<file path="src/rtl/hazard_fwd_ctrl.sv">
// Hazard/forwarding control for the 5-stage RV32 pipe: comb stall/flush/freeze, fwd selects registered (1 cycle).
// mem_busy freezes shadows, selects and FSM; a taken branch overrides a pending load-use stall.
module hazard_fwd_ctrl #(
  parameter int REG_AW = 5
) (
  input  logic              clk,
  input  logic              rst,
  input  logic              id_valid,
  input  logic [REG_AW-1:0] id_rs1,
  input  logic [REG_AW-1:0] id_rs2,
  input  logic              id_use_rs1,
  input  logic              id_use_rs2,
  input  logic [REG_AW-1:0] id_rd,
  input  logic              id_regwrite,
  input  logic              id_memread,
  input  logic              ex_branch_taken,
  input  logic              mem_busy,
  output logic [1:0]        fwd_a_sel,
  output logic [1:0]        fwd_b_sel,
  output logic              stall_if,
  output logic              stall_id,
  output logic              bubble_ex,
  output logic              flush_id,
  output logic              freeze
);

  typedef struct packed {
    logic              valid;
    logic [REG_AW-1:0] rd;
    logic              regwrite;
    logic              memread;
  } shadow_t;

  typedef enum logic [1:0] {RUN, LU_STALL, HOLD} state_t;

  localparam logic [1:0] SEL_REG = 2'b00;
  localparam logic [1:0] SEL_WB  = 2'b01;
  localparam logic [1:0] SEL_ALU = 2'b10;

  state_t  state_q, state_d;
  state_t  resume_q, resume_d;
  state_t  eff_state;
  shadow_t ex_q, mem_q, id_info;
  logic [1:0] fwd_a_q, fwd_b_q, fwd_a_d, fwd_b_d;
  logic    lu_hazard;

  // Newest producer wins; a load in EX is never an ALU source, so it falls through to MEM.
  function automatic logic [1:0] pick_sel(input logic use_rs, input logic [REG_AW-1:0] rs,
                                          input shadow_t ex_s, input shadow_t mem_s);
    logic [1:0] sel;
    sel = SEL_REG;
    if (use_rs && rs != '0) begin
      if (ex_s.valid && ex_s.regwrite && !ex_s.memread && ex_s.rd == rs)
        sel = SEL_ALU;
      else if (mem_s.valid && mem_s.regwrite && mem_s.rd == rs)
        sel = SEL_WB;
    end
    return sel;
  endfunction

  assign id_info = '{valid: id_valid, rd: id_rd, regwrite: id_regwrite, memread: id_memread};

  assign lu_hazard = id_valid && ex_q.valid && ex_q.memread && (ex_q.rd != '0) &&
                     ((id_use_rs1 && id_rs1 == ex_q.rd) || (id_use_rs2 && id_rs2 == ex_q.rd));

  assign eff_state = (state_q == HOLD) ? resume_q : state_q;

  always_comb begin
    state_d   = state_q;
    resume_d  = resume_q;
    fwd_a_d   = fwd_a_q;
    fwd_b_d   = fwd_b_q;
    stall_if  = 1'b0;
    stall_id  = 1'b0;
    bubble_ex = 1'b0;
    flush_id  = 1'b0;
    freeze    = 1'b0;
    if (!rst) begin
      if (mem_busy) begin
        freeze   = 1'b1;
        state_d  = HOLD;
        resume_d = eff_state;
      end else if (ex_branch_taken) begin
        flush_id  = 1'b1;
        bubble_ex = 1'b1;
        state_d   = RUN;
        fwd_a_d   = SEL_REG;
        fwd_b_d   = SEL_REG;
      end else if (lu_hazard) begin
        // Same rule from RUN or LU_STALL: back-to-back loads can chain stalls.
        stall_if  = 1'b1;
        stall_id  = 1'b1;
        bubble_ex = 1'b1;
        state_d   = LU_STALL;
        fwd_a_d   = SEL_REG;
        fwd_b_d   = SEL_REG;
      end else begin
        state_d = RUN;
        if (id_valid) begin
          fwd_a_d = pick_sel(id_use_rs1, id_rs1, ex_q, mem_q);
          fwd_b_d = pick_sel(id_use_rs2, id_rs2, ex_q, mem_q);
        end else begin
          fwd_a_d = SEL_REG;
          fwd_b_d = SEL_REG;
        end
      end
    end
  end

  always_ff @(posedge clk) begin
    if (rst) begin
      state_q  <= RUN;
      resume_q <= RUN;
      ex_q     <= '0;
      mem_q    <= '0;
      fwd_a_q  <= SEL_REG;
      fwd_b_q  <= SEL_REG;
    end else begin
      state_q  <= state_d;
      resume_q <= resume_d;
      fwd_a_q  <= fwd_a_d;
      fwd_b_q  <= fwd_b_d;
      if (!mem_busy) begin
        mem_q <= ex_q;
        ex_q  <= bubble_ex ? '0 : id_info;
      end
    end
  end

  assign fwd_a_sel = fwd_a_q;
  assign fwd_b_sel = fwd_b_q;

endmodule

</file>
<file path="config.mk">
export PLATFORM = sky130hd
export DESIGN_NAME = hazard_fwd_ctrl
export DESIGN_NICKNAME = d
export VERILOG_FILES = /design/src/rtl/hazard_fwd_ctrl.sv
export SDC_FILE = /design/constraint.sdc
export NUM_CORES = 1
export LEC_CHECK = 0
export CORE_ASPECT_RATIO = 0.6
export CORE_MARGIN = 8
export CORE_UTILIZATION = 35
export DETAILED_ROUTE_END_ITERATION = 7
export SLEW_MARGIN = 20
export SYNTH_ARGS = -nofsm -noshare
export SYNTH_HDL_FRONTEND = slang
export SYNTH_SLANG_ARGS = --single-unit
</file>
<file path="constraint.sdc">
create_clock -name clk -period 2.28 [get_ports clk]
set_input_delay 0.228 -clock clk [delete_from_list [all_inputs] [get_ports clk]]
set_output_delay 0.228 -clock clk [all_outputs]
set_load 0.03 [all_outputs]
</file>
# Word level (Yosys, flattened, before mapping)
# Cells that the tools add are included.
[totals] latchBits=0 inputBits=24 elab_cells=60 romBits=0 memories=0 ram_bits=0 ff_bits=19 output_inout_bits=9
[op_classes] n_mul=0 n_div=0 n_lt_le_gt_ge=0 addsub=0 n_reduce_logical=20 eq_ne=6 bitwise=0 mux=25 shifts=0
[ops] operator="5-bit == test" count=6
[ops] operator="2-bit 2-to-1 mux" count=10
[ops] operator="1-bit logical AND" count=15
[ops] operator="5-bit nonzero test" count=3
[ops] operator="1-bit 2-to-1 mux" count=14
[ops] operator="8-bit 2-to-1 mux" count=1
[ops] operator="1-bit logical NOT" count=1
[ops] operator="1-bit logical OR" count=1

# Depth between registers and ports, before layout
[depth] word_depth=9 depth_mapped=7 depth_no_buf=5

# Least setup slack after synthesis
# No wires, ideal clock.
[synth_timing] path_type="reg2out" from="register ex_q[3] (netlist bit)" to="output port stall_if" n_path_buf=2 path_stages_with_launch=8 t_arrival_ns=1.911 required_time_ns=2.052 path_slack_ns=0.141 path_cell_list="dfxtp_1 xnor2_1 nand3_1 nor3_2 a32oi_1 buf_2 nor2b_1 buf_4"
[synth_via] elab_chain_len=8 elab_cells_between_ends=12 cone_classes="2 x eq/ne; 4 x mux; 6 x reduce/logical"
[synth_rtl] item="start, declared" line_no="43" source="shadow_t ex_q, mem_q, id_info;"
[synth_rtl] item="start signal, assigned" line_no="125" source="ex_q <= bubble_ex ? '0 : id_info;"
[synth_rtl] item="5-bit == test" line_no="64" source="((id_use_rs1 && id_rs1 == ex_q.rd) || (id_use_rs2 && id_rs2 == ex_q.rd));"
[synth_rtl] item="1-bit logical AND" line_no="64"
[synth_rtl] item="1-bit logical OR" line_no="64"
[synth_rtl] item="1-bit logical AND *" line_no="63" source="assign lu_hazard = id_valid && ex_q.valid && ex_q.memread && (ex_q.rd != '0) &&"
[synth_rtl] item="1-bit 2-to-1 mux * (4 in a row)"
[synth_rtl] item="end, declared" line_no="20" source="output logic stall_if,"
# Mark *: on every way between the ends. The rest lies on a longest branch, timed or not.

# Worst setup path after layout
[layout_timing] from="input port id_rs1[4]" to="output port bubble_ex"
[layout_via] elab_chain_len=8
[layout_rtl] item="start, declared" line_no="9" source="input logic [REG_AW-1:0] id_rs1,"
[layout_rtl] item="5-bit == test" line_no="64"
[layout_rtl] item="1-bit logical AND" line_no="64"
[layout_rtl] item="1-bit logical OR" line_no="64"
[layout_rtl] item="1-bit logical AND" line_no="63"
[layout_rtl] item="1-bit 2-to-1 mux" line_no="89" source="end else if (lu_hazard) begin"
[layout_rtl] item="1-bit 2-to-1 mux" line_no="83" source="end else if (ex_branch_taken) begin"
[layout_rtl] item="1-bit 2-to-1 mux" line_no="79" source="if (mem_busy) begin"
[layout_rtl] item="1-bit 2-to-1 mux" line_no="78" source="if (!rst) begin"
[layout_rtl] item="end, declared" line_no="22" source="output logic bubble_ex,"
# Every way passes these cells.

==> metrics.cfg <==
[outcome]
status=complete, no violations

[final_layout]
final_cell_count_no_fill=177
n_fill_cell=251
final_nets=168
final_util=0.5212
drive_gt1_frac=0.1329
final_common_cell=clkdlybuf4s50_1
area_delta_synth_final_pct=45.90
antennaDiodeCount=0
layout_common_cells=clkdlybuf4s50_1 (28), dfxtp_1 (19), buf_4 (12), xnor2_1 (10), xor2_1 (10)

[clocking]
cts_max_level=1
root_buffer=clkbuf_8
clk_path_buf_depth=2
clk_pin_slew_ns=0.07
cts_tree=yes
numCtsBuffers=3
insertion_delay_ns=0.25
clock_sinks=19

[global_route]
antenna_found_initial=0
grt_pass1_vias=978
grt_usage=0.1261
grt_pass1_wl_um=4871
overflow=0
grt_start_max_net_pins=12

[drt]
totalWireLength_um=2874
drc=0
drtIter0Drc=55
ant_nets=0
via_count=934
routedWlPerCell_um=16.24
viasPerCell=5.277
dr.pass1.iters=4

[place]
hpwl_um=2397
dp_cells=173
gp_routability_congestion=0.8174
numPortBuffers=32

[logic_synthesis]
ys_warn_count=0
yosysSeqAreaShare=0.3834
ys_seq_elements=19
syn-num-nets=129
avgSynthCellArea_sq_um=9.450
synth_area_leaders=dfxtp_1 (38%), xnor2_1 (8.8%), xor2_1 (8.8%)
synthCells=105
synth_top_area_share=0.3834
synth_cell_type_count=28
netlist_area_sq_um=992.2
synth_top_area_cell=dfxtp_1

[power]
power_density_nw_per_um2=490.4
p_seq_frac=0.494
clockPowerShare=0.325
p_leak_nw=0.5425
p_comb_frac=0.180
irDropWorstVdd_uv=260.8
netSwitchingFraction=0.2479
power.switching_mw=0.1760
p_int_mw=0.5339

[job]
drv_cap=0

[floorplanning]
die_w_um=84.74
core_area_sq_um=2778
initial_core_util=0.3572
fp.dieH_um=57.24
io_pins=33
row_count=15
die_area_sq_um=4850

[setup_path]
cpLargestDelayFamily=buffers and inverters
cp_max_fo=4
required_ns=2.05
r2r_start=ex_q[4]
max_stage_delay_ns=0.56
cp_slowest_cell=clkdlybuf4s50_1
path_class=in2out
ff2ff_path_depth=6
crit_path_start_kind=input port
r2r_slack_ns=0.54
worstReg2RegEnd=ex_q[2]
path_cells=clkdlybuf4s50_1 > xnor2_1 > nand3_1 > nor3_1 > a32oi_4 > a211oi_2 > buf_4
setup.worst_path.start=id_rs1[4]
cp.depth=7
critPathCapture=bubble_ex
end_kind=primary output
worstPathBufferInverterCount=2
cp.arrival_ns=1.93

[sta]
period_minus_slack_ns=2.157
fin_crit_sh=0.9459
worst_pin_slew_ns=0.4247
max_clock_freq_mhz=463.7
finalSetupTns_ns=0
relSlewSlack=0.7095
rsz0062_at_grt=false
clock_skew_ns=0.001392
setup_violations=0
final_max_slew_viol_count=0
hold_viol=0

[worst_hold_path]
min_delay_path_depth=2
hold_path.class=reg2reg

[how the worst min path moves through the flow]
stage	start	to	slack, ns
6_report	fwd_b_sel[1]	fwd_b_sel[1]	0.46
5_1_grt	fwd_a_sel[0]	fwd_a_sel[0]	0.50
4_1_cts	fwd_b_sel[1]	fwd_b_sel[1]	0.46
3_5_place_dp	fwd_b_sel[1]	fwd_b_sel[1]	0.45
3_3_place_gp	fwd_a_sel[1]	fwd_a_sel[1]	0.44
2_1_floorplan	id_regwrite	ex_q[1]	0.38
[cells in the mapped netlist, drive strengths merged]
master and count:
dfxtp 19, xnor2 10, xor2 10, nor2 9, a32o 8, mux2i 7
nor3 7, nand2 5, nand3 5, buf 3, clkbuf 3, a22o 2
nor2b 2, o21ai 2, o31ai 2, or4 2, a2111oi 1, a211oi 1
a21oi 1, a32oi 1, and2 1, inv 1, nand4 1, nor4b 1
or4b 1
[power groups by stage]
stage	clock [mW]	combinational, mW	sequential, mW
after global placement	0	0.123	0.358
final	0.231	0.128	0.351
after floorplan	0	0.0574	0.355
after detailed placement	0	0.125	0.359
after CTS	0.237	0.126	0.351
after global routing	0.256	0.139	0.352
[through the flow]
step	setup slack (ns)	hold WS (ns)	cell area [sq um]	power [mW]
6_report	0.1232	0.4609	1448	0.7099
5_1_grt	0.007237	0.4983	1448	0.7464
4_1_cts	0.07315	0.4640	1423	0.7140
3_5_place_dp	0.08127	0.4502	1376	0.4839
3_3_place_gp	0.1481	0.4380	1376	0.4817
2_1_floorplan	0.1412	0.3822	992.2	0.4124
[cell type report]
| cell class | count | area [sq um] | share of cell area |
|---|---|---|---|
| Clock inverter | 1 | 5.005 | 0.003457 |
| Inverter | 1 | 3.754 | 0.002593 |
| Multi-Input combinational cell | 79 | 604.3 | 0.4175 |
| Clock buffer | 3 | 41.29 | 0.02852 |
| Timing Repair Buffer | 40 | 370.4 | 0.2558 |
| Sequential cell | 19 | 380.4 | 0.2627 |
| Tap cell | 34 | 42.54 | 0.02939 |
[flip-flops by register name, summed over array words and instances (netlist names)]
register	cells
fwd_b_sel	2
mem_q	7
ex_q	8
fwd_a_sel	2
[worst min-delay path, cell delays in order, from the launching register on]
cell	delay [ns]
dfxtp_1	0.31
nand2_1	0.05
o31ai_1	0.06
[layer usage]
layer	global-route usage	wire [um]	vias up
met2	0.1906	1210	26
met4	0.02261	10	0
met5	0	0	-
li1	-	-	462
met1	0.1720	1512	444
met3	0.03863	141	2
[cells by family (layout without fill, tap and decap cells)]
logic type | after synthesis | in the layout | share of synthesized area
compound gates | 18 | 18 | 0.1589
flops | 19 | 19 | 0.3833
simple gates | 34 | 34 | 0.1778
xor+xnor | 20 | 20 | 0.1765
buf+inv | 7 | 45 | 0.03279
mux | 7 | 7 | 0.07062
[what timing repair did]
action                     CTS  global route
gates resized for setup      0             3
setup endpoints to repair    0             3
hold buffers                 0             0
buffers inserted             0             0
No activity file was read; power rests on OpenSTA's default activity.
